File: config.mk
export PLATFORM = sky130hd
export DESIGN_NAME = uart_transmitter
export DESIGN_NICKNAME = d
export VERILOG_FILES = /design/src/rtl/uart_transmitter.sv
export SDC_FILE = /design/constraint.sdc
export NUM_CORES = 1
export LEC_CHECK = 0
export ABC_AREA = 1
export CORE_ASPECT_RATIO = 0.6
export CORE_MARGIN = 2
export CORE_UTILIZATION = 59
export DETAILED_ROUTE_END_ITERATION = 16
export PLACE_DENSITY = 0.86
export SYNTH_ARGS = -nofsm -noshare
export SYNTH_HDL_FRONTEND = slang
export SYNTH_SLANG_ARGS = --single-unit
export TNS_END_PERCENT = 100
File: constraint.sdc
create_clock -name clk -period 1.7 [get_ports clk]
set_input_delay 0.34 -clock clk [delete_from_list [all_inputs] [get_ports clk]]
set_output_delay 0.34 -clock clk [all_outputs]
set_load 0.02 [all_outputs]
File: src/rtl/uart_transmitter.sv
// rtl/uart_transmitter.sv - 8N1 UART transmitter with valid/ready byte input; optional UART_TX_TWO_STOP_EN adds a second stop bit
module uart_transmitter #(
  parameter int unsigned FULL_BIT = 697394
) (
  input  logic       clk,
  input  logic       i_reset,
  input  logic [0:7] i_data,
  input  logic       i_valid,
  output logic       o_ready,
  output logic       o_tx,
  output logic       o_busy
);

  typedef enum logic [1:0] {
    IDLE      = 2'd0,
    START_BIT = 2'd1,
    DATA_BITS = 2'd2,
    STOP_BIT  = 2'd3
  } state_t;

  localparam logic [23:0] LAST_COUNT = 24'(FULL_BIT - 1);

  state_t      state, state_n;
  logic [23:0] count, count_n;
  logic [2:0]  bit_idx, bit_idx_n;
  logic [0:7]  latch, latch_n;
  logic        tx_n;
  logic        bit_end;

  assign bit_end = (count == LAST_COUNT);
  assign o_ready = (state == IDLE);
  assign o_busy  = ~o_ready;

  // State and datapath registers; reset forces the line high at once
  always_ff @(posedge clk or posedge i_reset) begin
    if (i_reset) begin
      state   <= IDLE;
      count   <= 24'd0;
      bit_idx <= 3'd0;
      latch   <= 8'd0;
      o_tx    <= 1'b1;
    end else begin
      state   <= state_n;
      count   <= count_n;
      bit_idx <= bit_idx_n;
      latch   <= latch_n;
      o_tx    <= tx_n;
    end
  end

  // Next-state logic; o_tx is computed one cycle ahead so it leaves a flop
  always_comb begin
    state_n   = state;
    count_n   = bit_end ? 24'd0 : count + 24'd1;
    bit_idx_n = bit_idx;
    latch_n   = latch;
    tx_n      = o_tx;
    case (state)
      IDLE: begin
        count_n = 24'd0;
        tx_n    = 1'b1;
        if (i_valid) begin
          latch_n = i_data;
          state_n = START_BIT;
          tx_n    = 1'b0;
        end
      end
      START_BIT: begin
        if (bit_end) begin
          state_n   = DATA_BITS;
          bit_idx_n = 3'd0;
          tx_n      = latch[0];
        end
      end
      DATA_BITS: begin
        if (bit_end) begin
          if (bit_idx == 3'd7) begin
            state_n   = STOP_BIT;
            bit_idx_n = 3'd0;
            tx_n      = 1'b1;
          end else begin
            bit_idx_n = bit_idx + 3'd1;
            tx_n      = latch[bit_idx_n];
          end
        end
      end
      STOP_BIT: begin
        tx_n = 1'b1;
        if (bit_end) begin
`ifdef UART_TX_TWO_STOP_EN
          // bit index counts the stop-bit passes: 0 = first, 1 = second
          if (bit_idx == 3'd0) begin
            bit_idx_n = 3'd1;
          end else begin
            bit_idx_n = 3'd0;
            state_n   = IDLE;
          end
`else
          state_n = IDLE;
`endif
        end
      end
      default: begin
        state_n = IDLE;
        tx_n    = 1'b1;
      end
    endcase
  end

endmodule

==> results of run 1 <==
area by class of cell:
cell class                      instances  area share [%]
Clock inverter                          3           1.465
Inverter                               42           5.767
Timing Repair Buffer                   26           8.513
Multi-Input combinational cell        223           44.76
Tap cell                               47           2.151
Sequential cell                        38           34.83
Clock buffer                            5           2.517
synthesized netlist by cell type, types with 4 or more instances:
cell type,count
ha_1,9
inv_2,7
nand2_1,66
nand3_1,21
nand4_1,7
nor2_2,4
inv_1,35
xor2_1,5
nor2_1,58
xnor2_1,4
a21oi_1,11
nand2_2,6
nor3_2,4
dfrtp_1,37
through the flow:
stage | hold WS, ns | power (mW)
global placement | 0.4785 | 2.414
finish | 0.3956 | 3.231
floorplan | 0.4581 | 2.004
CTS | 0.4079 | 3.190
global route | 0.4150 | 3.444
detailed placement | 0.4823 | 2.468
worst min-delay path by stage:
stage	to	slack, ns	depth (start not counted)
after floorplan	bit_idx[2]	0.46	2
after global placement	bit_idx[2]	0.48	2
after detailed placement	o_tx	0.48	2
after CTS	latch[3]	0.41	3
after global routing	latch[4]	0.42	3
final	latch[4]	0.40	3
timing repair:
item	in CTS	in global routing
setup endpoints to repair	3	4
hold buffers	0	0
buffers inserted	0	5
pin swaps	0	2
resized for setup	4	4
per-layer routing:
metal  GRT usage (%)  part of all wire [%]  vias up
li1                -                     -     1028
met1           40.90                    50      936
met2           35.68                    42       81
met3           6.772                   8.8        0
met4           3.704                     0        0
met5               0                     0        -
critical path, cell delays in order (launching register included):
cell	delay [ns]
dfrtp_1	0.38
inv_1	0.08
ha_2	0.21
dlygate4sd2_1	0.34
registers in the layout, indices dropped and copies added (netlist names):
name and flops:
bit_idx 3, latch 8, count 24, state 2, o_tx 1
where the power goes:
group | switching (mW) | internal, mW
Sequential | 0.0863 | 1.08
Clock | 0.315 | 0.432
Combinational | 0.796 | 0.525
Total | 1.20 | 2.03
logic make-up (layout without fill, tap and decap cells):
logic type / after synthesis / in the layout
DFF: 38 / 38
and+or+nand+nor: 185 / 185
adders and majority gates: 9 / 9
AOI/OAI and AO/OA: 20 / 20
buffers and inverters: 45 / 76
xor gates and xnor gates: 9 / 9
==> results.txt, run 1 <==
Synth unique cells: 38
Congestion Overflow GR: 0
Worst slack at placement: 0.04736 ns
Final Hold Vio Count: 0
Routability cong.: 0.9308
Reg2Reg Depth: 8
Post-synth top flop: dfrtp_1
Area grow syn2layout: 16.91%
Post-Synth XOR/XNOR Area: 3.371%
Synth async-reset ratio: 100.0%
Antenna violations before repair: 0
Final Max Tran Viols: 0
Flop2flop setup slack: 0.08 ns
Layout fillers: 281
HP Class: in2async
Worst Setup SP: state[1]
Synth Register Bits: 38
Full die area: 4500 µm²
Drt wl/cell: 13.93 µm
Mapped Avg Cell Area: 7.642 µm²
Post-Syn Nets: 326
Die Y: 52.77 µm
Top cell type's share of synthesized area: 39.59%
Crit Reg-Reg Startpoint: count[0]
# port buffers: 13
Post-route minimum period: 1.634 ns
PD cells: 1182 nW/µm²
Status: complete, no violations
H-tree depth: 2
Mux contribution to synthesized area: 0%
Detail Route Antenna Nets: 0
Worst Path Required: 1.36 ns
Setup CP Type: reg2out
Routed vias/inst: 5.326
Commonest non-fill, non-tap cells in the layout: nand2_1, nor2_1, dfrtp_1
Max IR drop VDD: 1.289 mV
Final instance area: 2734 µm²
Number of diodes: 0
EDFF count, synth: 0
Max_cap viols: 0
Final Skew: 0.008875 ns
RR Endpoint: count[16]
Dpl cells: 371
Clock slew at reported path FFs: 0.08 ns
Starting Density: 62.47%
CTS Buf Count: 5
Largest family of logic cells by synthesized area: simple AND/OR/NAND/NOR gates
Placed cell area: 2587 µm²
Pleak: 1.317 nW
Largest area contributor in the netlist: dfrtp_1
Worst slew pin tran: 0.4563 ns
Critical Path AT: 1.29 ns
Post-Synth Adder-Cell Area: 4.815%
Storage element area: 952.2 µm²
Gate count of the mapped netlist: 306
RSZ-0062 raised after global routing: yes
Worst Setup Start Kind: flop
Most common cell after layout, fill and taps aside: nand2_1
Multi-input logic area: 1224 µm²
Simple-gate share of the synthesized area: 38.95%
# IOs: 14
Layout cells sized above 1: 17.51%
Leading post-synthesis cells by cell area: dfrtp_1, nand2_1, nor2_1
Row count: 17
Clk sinks: 38
Non-Filler Instances: 384
DRT iter0 DRCs: 150
Via count: 2045
Pin count of the biggest net entering global routing: 39
GRT Overall Usage: 25.92%
First-pass GRT wire length: 8942 µm
CP endpoint: o_ready
Final #Nets: 356
Synth Area in Compound Gates: 4.869%
# setup viols final: 0
Pre-antenna DRT Iters: 5
Dpl hpwl: 4061 µm
CP endpoint kind: output port
Clock Path Buffers: 2
Netlist Area Pre-Place: 2338 µm²
Synth Warn #: 0
Root Buffer: clkbuf_8
Post-layout util: 73.03%
Crit Path Max Fanout: 4
Clock Latency Late Sink: 0.29 ns
Fraction of the yosys area taken by sequential cells: 40.72%
Vias in the first global route: 1852
CTS tree: done
Die X: 85.28 µm
Max transition margin: 69.50%
Final worst path period share: 96.13%
DRC viols: 0
Total Neg Setup Slack: 0 ns
Core ar.: 3744 µm²
Setup ws final: 0.06578 ns
Fmax achieved: 611.9 MHz
Drt total wl: 5351 µm
Note: power is estimated with default switching activity, not from simulation.
==> inputs of run 2 (changes only) <==
--- a/config.mk
+++ b/config.mk
@@ -6,6 +6,7 @@
 export NUM_CORES = 1
 export LEC_CHECK = 0
 export ABC_AREA = 1
+export ABC_CLOCK_PERIOD_IN_PS = 1700
 export CORE_ASPECT_RATIO = 0.6
 export CORE_MARGIN = 2
 export CORE_UTILIZATION = 59
==> results of run 2 <==
Final layout, timing and power as in run 1 (identical DEF).
==> variant: new RTL, settings of run 1 <==
The option `UART_TX_TWO_STOP_EN` is turned on by a define.
--- a/src/rtl/uart_transmitter.sv
+++ b/src/rtl/uart_transmitter.sv
@@ -1,4 +1,6 @@
 // rtl/uart_transmitter.sv - 8N1 UART transmitter with valid/ready byte input; optional UART_TX_TWO_STOP_EN adds a second stop bit
+`define UART_TX_TWO_STOP_EN
+
 module uart_transmitter #(
   parameter int unsigned FULL_BIT = 697394
 ) (
Behaviour: same outputs for any inputs over 10 cycles, from zero or initial values and one cycle with i_reset high; that may be too few to reach the edited logic, so the function may still have changed.
==> variant against run 1 <==
  * Routed wire length increased by 11%
  * Largest power group unchanged
  * Setup slack improved by 0.0038 ns
  * Area after synthesis decreased by 0.11%
  * Count of clock-buffer cells in the layout increased by 1
  * Total power increased by 18%
  * Design area increased by 1.6%
  * Critical path type is now register to register
  * Sequential cell count unchanged
  * Core utilization increased by 1.6 points
==> variant: results (changes against run 1) <==
| Metric | Value |
|---|---|
| Met3 Use GR | 7.56% (was 6.77%) |
| Max VDD drop | 0.00114 V (was 0.00129 V) |
| Global-route usage over all layers | 29.2% (was 25.9%) |
| Fraction of layout instances using a drive strength above 1 | 15.7% (was 17.5%) |
| Slew headroom | 74.0% (was 69.5%) |
| Multi-input logic area | 1230 um^2 (was 1220 um^2) |
| Worst path arrival time | 1.86 ns (was 1.29 ns) |
| Top Metal Used | met4 (was met3) |
| Wire length per cell | 15.4 um (was 13.9 um) |
| Fillers | 263 (was 281) |
| Synth Net Count | 330 (was 326) |
| Synth cell types | 30 (was 38) |
| GR Layer Usage met1 | 41.4% (was 40.9%) |
| Dpl ws | -0.0361 ns (was 0.0474 ns) |
| Status | complete, no violations (unchanged) |
| Count of clock buffers in the final design | 6 (was 5) |
| Met2 GRT Util | 43.4% (was 35.7%) |
| Tot Pwr | 3.81 mW (was 3.23 mW) |
| Clk_skew | 0.0157 ns (was 0.00887 ns) |
| Multi-input combinational area share | 44.5% (was 44.8%) |
| Sequential share of cell area | 34.3% (was 34.8%) |
| Met2 routed wirelength | 2530 um (was 2230 um) |
| Placement Cell Area | 2590 um^2 (about the same) |
| Placed cells | 375 (was 371) |
| DRT met1 WL | 2730 um (was 2650 um) |
| GPL Wtd Cong | 0.903 (was 0.931) |
| Seq/Total Area, Yosys | 40.8% (was 40.7%) |
| Layout clock area frac | 5.14% (was 3.98%) |
| Min Tclk post-route | 1.63 ns (about the same) |
| Via density | 5.61 (was 5.33) |
| Post-DP HPWL | 4310 um (was 4060 um) |
| Max incr delay on CP | 0.43 ns (was 0.38 ns) |
| Met3 routed WL | 571 um (was 469 um) |
| Delay-heaviest family, CP | simple AND/OR/NAND/NOR gates (was buffers and inverters) |
| DRT iter0 DRCs | 214 (was 150) |
| First-pass GRT wire length | 9870 um (was 8940 um) |
| # nets final | 358 (was 356) |
| Crit Path Class | register to register (was register to output pin) |
| Multi-Input Combinational | 222 (was 223) |
| Synthesized instance count | 309 (was 306) |
| Area contributors post-synth | dfrtp_1, nand2_1, nor2_1 (unchanged) |
| Seq. pwr | 1.21 mW (was 1.16 mW) |
| Non-clock buffer share | 7.57% (was 8.51%) |
| Synth top cells by count | nand2_1, nor2_1, inv_1 (was nand2_1, nor2_1, dfrtp_1) |
| R2R Path End | count[22]$_DFF_PP0_ (was count[16]$_DFF_PP0_) |
variant: cell types whose count changed after synthesis, moves of 2 or more:
cell / run 1 / this run
inv_2: 7 / 1
nand4_1: 7 / 9
nor2_1: 58 / 52
nand2_1: 66 / 72
nand3_2: 2 / 0
xnor2_1: 4 / 2
xor2_1: 5 / 7
inv_1: 35 / 46
nor3_1: 2 / 7
variant: kinds of logic (layout without fill, tap and decap cells):
kind of cell / Yosys count / count (layout) / share of synthesized area (%)
XOR/XNOR: 9 / 9 / 3.37
AO/OA/AOI/OAI: 18 / 18 / 4.55
AND/OR/NAND/NOR: 185 / 185 / 38.1
adder cells (fa/ha/maj): 10 / 10 / 5.36
flip-flops: 38 / 38 / 40.8
buffers and inverters: 49 / 78 / 7.87
variant: what timing repair did:
| action | 4_1_cts | 5_1_grt |
|---|---|---|
| resized for setup | 7 | 10 |
| buffers inserted | 0 | 2 |
| setup endpoints to repair | 4 | 15 |
